File: config.mk
export PLATFORM = sky130hd
export DESIGN_NAME = mac_dot_pipe
export DESIGN_NICKNAME = d
export VERILOG_FILES = /design/src/rtl/mac_dot_pipe.sv
export SDC_FILE = /design/constraint.sdc
export NUM_CORES = 2
export LEC_CHECK = 0
export CORE_MARGIN = 2
export CORE_UTILIZATION = 65
export CTS_CLUSTER_SIZE = 40
export DETAILED_ROUTE_END_ITERATION = 8
export PLACE_DENSITY_LB_ADDON = 0.25
export SLEW_MARGIN = 20
export SYNTH_ARGS = -nofsm -noshare
export SYNTH_HDL_FRONTEND = slang
export SYNTH_SLANG_ARGS = --single-unit
File: constraint.sdc
create_clock -name system_clk -period 14.2 [get_ports system_clk]
set_clock_uncertainty 0.1 [all_clocks]
set_input_delay 4.26 -clock system_clk [delete_from_list [all_inputs] [get_ports system_clk]]
set_output_delay 4.26 -clock system_clk [all_outputs]
set_load 0.05 [all_outputs]
File: src/rtl/mac_dot_pipe.sv
// Pipelined multi-lane signed dot-product MAC: lane products are summed and accumulated across a burst.
// When the burst ends, the accumulator is rounded, arithmetically shifted and saturated to OUT_W.
module mac_dot_pipe #(
    parameter int DATA_W  = 16,
    parameter int LANES   = 4,
    parameter int ACC_W   = 48,
    parameter int OUT_W   = 36,
    parameter int SHIFT_W = 6
) (
    input  logic                      system_clk,
    input  logic                      rst_n,
    input  logic                      ce,
    input  logic                      sclr,
    input  logic                      in_valid,
    input  logic                      in_first,
    input  logic                      in_last,
    input  logic                      subtract,
    input  logic [LANES*DATA_W-1:0]   a,
    input  logic [LANES*DATA_W-1:0]   b,
    input  logic signed [ACC_W-1:0]   bias,
    input  logic [SHIFT_W-1:0]        shift,
    output logic                      out_valid,
    output logic signed [OUT_W-1:0]   out,
    output logic                      out_sat,
    output logic signed [ACC_W-1:0]   pcout
);

    logic [LANES*DATA_W-1:0]   a1, b1;
    logic signed [ACC_W-1:0]   bias1, bias2;
    logic [SHIFT_W-1:0]        shift1, shift2, shift3;
    logic                      v1, f1, l1, s1;
    logic                      v2, f2, l2, s2;
    logic                      emit3;
    logic signed [2*DATA_W-1:0] prod2  [LANES];
    logic signed [2*DATA_W-1:0] prod_c [LANES];
    logic signed [ACC_W-1:0]   acc, psum, base, acc_nxt;
    logic signed [ACC_W:0]     rbit, rnd, shifted, sat_max, sat_min;
    logic signed [OUT_W-1:0]   res;
    logic                      clip;

    always_comb begin
        for (int unsigned i = 0; i < LANES; i++) begin
            prod_c[i] = (2*DATA_W)'($signed(a1[i*DATA_W +: DATA_W]))
                      * (2*DATA_W)'($signed(b1[i*DATA_W +: DATA_W]));
        end
    end

    // Using the S3-aligned first flag keeps back-to-back bursts from mixing.
    always_comb begin
        psum = '0;
        for (int unsigned i = 0; i < LANES; i++) begin
            psum = psum + ACC_W'(prod2[i]);
        end
        base    = f2 ? bias2 : acc;
        acc_nxt = s2 ? (base - psum) : (base + psum);
    end

    // One extra bit of headroom so the rounding add can never wrap.
    always_comb begin
        rbit = '0;
        if (shift3 != '0) begin
            rbit = {{ACC_W{1'b0}}, 1'b1} << (shift3 - SHIFT_W'(1));
        end
        rnd     = {acc[ACC_W-1], acc} + rbit;
        shifted = rnd >>> shift3;
        sat_max = '0;
        sat_max[OUT_W-2:0] = '1;
        sat_min = '1;
        sat_min[OUT_W-2:0] = '0;
        clip = 1'b0;
        res  = shifted[OUT_W-1:0];
        if (shifted > sat_max) begin
            res  = sat_max[OUT_W-1:0];
            clip = 1'b1;
        end else if (shifted < sat_min) begin
            res  = sat_min[OUT_W-1:0];
            clip = 1'b1;
        end
    end

    always_ff @(posedge system_clk or negedge rst_n) begin
        if (!rst_n) begin
            a1     <= '0;
            b1     <= '0;
            bias1  <= '0;
            shift1 <= '0;
            f1     <= 1'b0;
            l1     <= 1'b0;
            s1     <= 1'b0;
            bias2  <= '0;
            shift2 <= '0;
            f2     <= 1'b0;
            l2     <= 1'b0;
            s2     <= 1'b0;
            shift3 <= '0;
            for (int unsigned i = 0; i < LANES; i++) prod2[i] <= '0;
        end else if (ce) begin
            a1     <= a;
            b1     <= b;
            bias1  <= bias;
            shift1 <= shift;
            f1     <= in_first;
            l1     <= in_last;
            s1     <= subtract;
            bias2  <= bias1;
            shift2 <= shift1;
            f2     <= f1;
            l2     <= l1;
            s2     <= s1;
            shift3 <= shift2;
            for (int unsigned i = 0; i < LANES; i++) prod2[i] <= prod_c[i];
        end
    end

    always_ff @(posedge system_clk or negedge rst_n) begin
        if (!rst_n) begin
            v1        <= 1'b0;
            v2        <= 1'b0;
            emit3     <= 1'b0;
            acc       <= '0;
            out_valid <= 1'b0;
            out       <= '0;
            out_sat   <= 1'b0;
        end else if (sclr) begin
            v1        <= 1'b0;
            v2        <= 1'b0;
            emit3     <= 1'b0;
            acc       <= '0;
            out_valid <= 1'b0;
            out       <= '0;
            out_sat   <= 1'b0;
        end else if (ce) begin
            v1        <= in_valid;
            v2        <= v1;
            emit3     <= v2 & l2;
            if (v2) acc <= acc_nxt;
            out_valid <= emit3;
            if (emit3) begin
                out     <= res;
                out_sat <= clip;
            end
        end
    end

    assign pcout = acc;

endmodule

### Yosys cells after proc, flatten, opt, wreduce, memory -nomap -nowiden

Index checks and enable logic that the tools add are counted.

* add/sub/neg operators: 7
* multipliers: 4
* magnitude comparators: 2
* muxes and demuxes: 24
* shifts and indexed selects: 2
* reductions and logical operators: 6
* bitwise logic cells: 1

Operators by type and width (number)
* two-way mux 48 bit: 5
* two-way mux 36 bit: 5
* multiplier 16 x 16 -> 32 bit: 4
* adder 49 bit: 1
* greater-than comparator 49 x 36 -> 1 bit (second input constant): 1
* less-than comparator 49 x 36 -> 1 bit (second input constant): 1
* two-way mux 49 bit: 1
* left shift 1 x 6 -> 49 bit (first input constant): 1
* >>> shifter 49 x 6 -> 49 bit: 1
* adder 48 x 35 -> 48 bit: 1
* subtractor 48 x 35 -> 48 bit: 1
* adder 34 x 32 -> 35 bit: 1
* adder 33 x 32 -> 34 bit: 1
* adder 32 x 32 -> 33 bit: 1
* two-way mux 1 bit: 13
* nonzero test 2 bit: 3
* nonzero test 6 bit: 1
* subtractor 6 x 1 -> 6 bit (second input constant): 1
* AND reduction 2 bit: 2
* AND 1 bit: 1

* register bits after elaboration: 465
* input port bits: 190
* output and inout port bits: 86

### Depth between registers and ports, before layout

* depth in word-level cells: 11
* depth in mapped cells: 33
* gate-level depth less buffers: 32

### Least setup slack after synthesis

Ideal clock, no wire load.

* path kind: register to register
* start point: reg prod2[33] (netlist name)
* end point: reg acc[42] (netlist: pcout[42])
* slack: 7180 ps
* stages on the path, launching flop included: 31
* clock period less this slack: 7020 ps
* path buffers: 0
* arrival time: 6787 ps
* data required time: 13967 ps
* path through: dfrtp_1 -> inv_1 -> fa_1 -> fa_1 -> inv_1 -> ha_1 -> fa_1 -> a211oi_1 -> o21bai_1 -> a21oi_1 -> o21ai_0 -> xor2_1 -> nor3_1 -> nand2_1 -> nor4_1 -> nor2_1 -> xnor2_1 -> ha_1 -> a21oi_1 -> nand2_1 -> a21oi_1 -> o41a_1 -> a21o_1 -> a41oi_1 -> a31oi_1 -> o211ai_1 -> o41ai_1 -> o31ai_1 -> a21oi_1 -> xor2_1 -> o21ai_0

* word-level cells in the longest chain between the ends: 7
* elaborated cells on any way between the ends: 8

Ends and longest elaborated chain
* start, declared: RTL line 34 `logic signed [2*DATA_W-1:0] prod2 [LANES];`
* adder 33 x 32 -> 34 bit *: RTL line 52 `psum = psum + ACC_W'(prod2[i]);`
* adder 34 x 32 -> 35 bit *: RTL line 52
* adder 48 x 35 -> 48 bit / subtractor 48 x 35 -> 48 bit (equally long branches): RTL line 55 `acc_nxt = s2 ? (base - psum) : (base + psum);`
* two-way mux 48 bit *: RTL line 55
* two-way mux 48 bit *: RTL line 136 `if (v2) acc <= acc_nxt;`
* two-way mux 48 bit *: RTL line 132 `end else if (ce) begin`
* two-way mux 48 bit *: RTL line 124 `end else if (sclr) begin`
* end signal, assigned: RTL line 136
* end, declared: RTL line 36 `logic signed [ACC_W-1:0] acc, psum, base, acc_nxt;`

Mark *: on every way between the ends. The rest lies on a longest branch, timed or not. The select of a mux whose other input is x is not followed.
A chain may end at the register's enable or synchronous reset.

### Worst setup path after layout

* start point: reg prod2[33] (netlist name)
* end point: reg acc[47] (netlist: pcout[47])

The elaborated chain is that of the path after synthesis.

==> impl_metrics.json <==
{
  "cts.reportedPaths.clkPinSlew_ns": 0.06,
  "syn_inst": 7585,
  "async_flop_share": 1.00,
  "via_count": 54400,
  "min_period_ns": 8.37,
  "dp_hpwl_mm": 155,
  "vias_per_cell": 5.99,
  "final_nets": 9395,
  "ys_types": 112,
  "hold_buffers": 0,
  "routedWlPerCell_um": 21.3,
  "first_iter_violations": 4687,
  "final_cell_mix": "inv_1, fa_1, nand2_1",
  "fin_area_sq_mm": 0.0760,
  "fmax_mhz": 119,
  "fp.dieH_um": 334,
  "path_class": "reg -> reg",
  "die_x_um": 334,
  "critPathLaunchType": "flop",
  "cts_sinks": 465,
  "syn_nets": 9348,
  "fin_setup_tns_ns": 0,
  "syn_area_per_cell_sq_um": 9.31,
  "grt_max_degree": 150,
  "end_kind": "flop",
  "maxSlewViolCount": 0,
  "area_delta_synth_final_pct": 7.67,
  "fill_cells": 8168,
  "fin_cells": 9079,
  "synth_seq_cells": 465,
  "antenna_found_initial": 5,
  "root_buffer": "clkbuf_16",
  "cpMostUsedCell": "fa_1",
  "arrival_ns": 8.83,
  "status": "finished clean",
  "max-slew-margin-rel": 0.237,
  "num_rows": 120,
  "grt_pass1_vias": 56800,
  "dp_cells": 8975,
  "drc": 0,
  "postRouteAntennaNets": 0,
  "synth.top_cell.area_share": 0.316,
  "syn-cell-area_sq_mm": 0.0706,
  "ys_warn_count": 0,
  "yosysSeqAreaShare": 0.165,
  "ys.flop_type": "dfrtp_1",
  "min_period_over_period": 0.590,
  "port_buffers": 275,
  "crit_fanout": 7,
  "synth_top_cells_by_area": "fa_1, dfrtp_1, ha_1",
  "synth-edff-count": 0,
  "worstPathRequired_ns": 14.65,
  "yosysTopAreaCell": "fa_1",
  "start_util": 0.658,
  "tightest_slew_ns": 1.13,
  "grt_pass1_wl_mm": 314,
  "slowest_delay_ns": 0.85,
  "clockBufferDepth": 3,
  "gpl.final_weighted_congestion": 0.999,
  "max-cap-violations": 0,
  "cts_tree": "done",
  "rsz0062_at_grt": "no",
  "dieArea_sq_mm": 0.111,
  "post_cts_resized": 0,
  "slowest_stage": "o41ai_2",
  "finalHoldViolations": 0,
  "grt_overflow": 0,
  "htreeDepth": 2,
  "grtUsageTotal": 0.359,
  "post-cts-setup-buffers": 0,
  "ios": 276,
  "core_sq_mm": 0.107,
  "layout_commonest_cell": "inv_1",
  "dr.pass1.iters": 6,
  "setup_violations": 0,
  "wirelength_mm": 194,
  "placed_area_sq_mm": 0.0741,
  "cts_made_buffers": 57,
  "drive_above_1_share": 0.0726,
  "insertion_delay_ns": 0.69,
  "hold_path.class": "reg -> reg"
}
==> layout make-up <==
cell class	count	area (sq um)	area share
antenna	2	5.00	0.0000658
clock buffer	72	1580	0.0208
timing repair buffer	310	3040	0.0400
tap	1403	1760	0.0231
clock inverter	29	285	0.00375
inverter	1363	5120	0.0673
sequential	465	11600	0.153
multi-input combinational	5435	52600	0.692
==> kinds of logic after synthesis <==
kind of cell	count (synthesis)	share of synthesized area
and+or+nand+nor	2079	0.142
buffers and inverters	1685	0.0907
adders and majority gates	1573	0.397
AOI/OAI and AO/OA	1089	0.102
DFF	465	0.165
muxes	430	0.0700
xor gates and xnor gates	264	0.0329
==> through the flow <==
step	hold slack, ns	setup WS, ns	utilization
global placement	0.361	6.12	0.690
CTS	0.396	5.92	0.708
global route	0.419	5.25	0.708
floorplan	0.349	7.18	-
detailed placement	0.369	6.00	0.690
finish	0.390	5.83	0.708
==> path summary, 6_finish.rpt <==
kind | from | endpoint | slack (ns) | cells after the start
max reg2reg | prod2[33] | pcout[47] | 5.83 | 28
min | shift2[5] | shift3[5] | 0.39 | 2
max in group asynchronous | rst_n | shift3[2] | 8.39 | 3
min reg2reg | shift2[5] | shift3[5] | 0.39 | 2
min in group asynchronous | rst_n | bias1[2] | 3.40 | 1
max | prod2[33] | pcout[47] | 5.83 | 28
==> registers in the layout, summed over array words and instances (netlist names), 6 cells and up <==
signal / count
a1: 64
b1: 64
bias1: 48
bias2: 48
out: 36
pcout: 48
prod2: 128
shift1: 6
shift2: 6
shift3: 6
==> layer usage <==
metal / track usage / routed length, um
met1: 0.502 / 80700
met2: 0.577 / 90200
met3: 0.0576 / 15800
met4: 0.118 / 6990
met5: 0 / 57
==> Yosys cell counts, types with 9 or more instances <==
master / n
inv_1: 1359
fa_1: 1115
nand2_1: 895
dfrtp_1: 465
ha_1: 458
and2_1: 451
mux2_2: 309
o21ai_0: 277
clkbuf_1: 268
a21oi_1: 265
nor2_1: 260
xnor2_1: 186
mux2i_1: 101
nand2b_1: 92
a21o_1: 89
nor3_1: 87
nand3_1: 82
xor2_1: 77
o211ai_1: 51
o21a_1: 43
a31oi_1: 42
a211oi_1: 40
and3_1: 40
nor2b_1: 32
buf_1: 30
nand4_1: 28
o21bai_1: 28
or3_1: 26
or2_2: 22
mux4_2: 20
buf_2: 15
o21ai_1: 15
o31ai_1: 15
o2111ai_1: 14
o311ai_1: 13
a211o_1: 12
a22o_1: 12
a311oi_1: 11
a221oi_1: 10
o22ai_1: 10
a2111oi_0: 9
a31o_2: 9
nor4_1: 9
==> worst max-delay path: cells and delay by family, from the launching register on <==
family / cells / cell delay, ns
simple gates: 6 / 1.22
mux: 1 / 0.30
xor+xnor: 1 / 0.18
buf+inv: 2 / 0.13
compound gates: 13 / 4.00
flops: 1 / 0.36
fa+ha+maj: 5 / 1.95
Power is not shown: default switching activity piles up to over one toggle a cycle in this logic, so the estimate is an artifact.
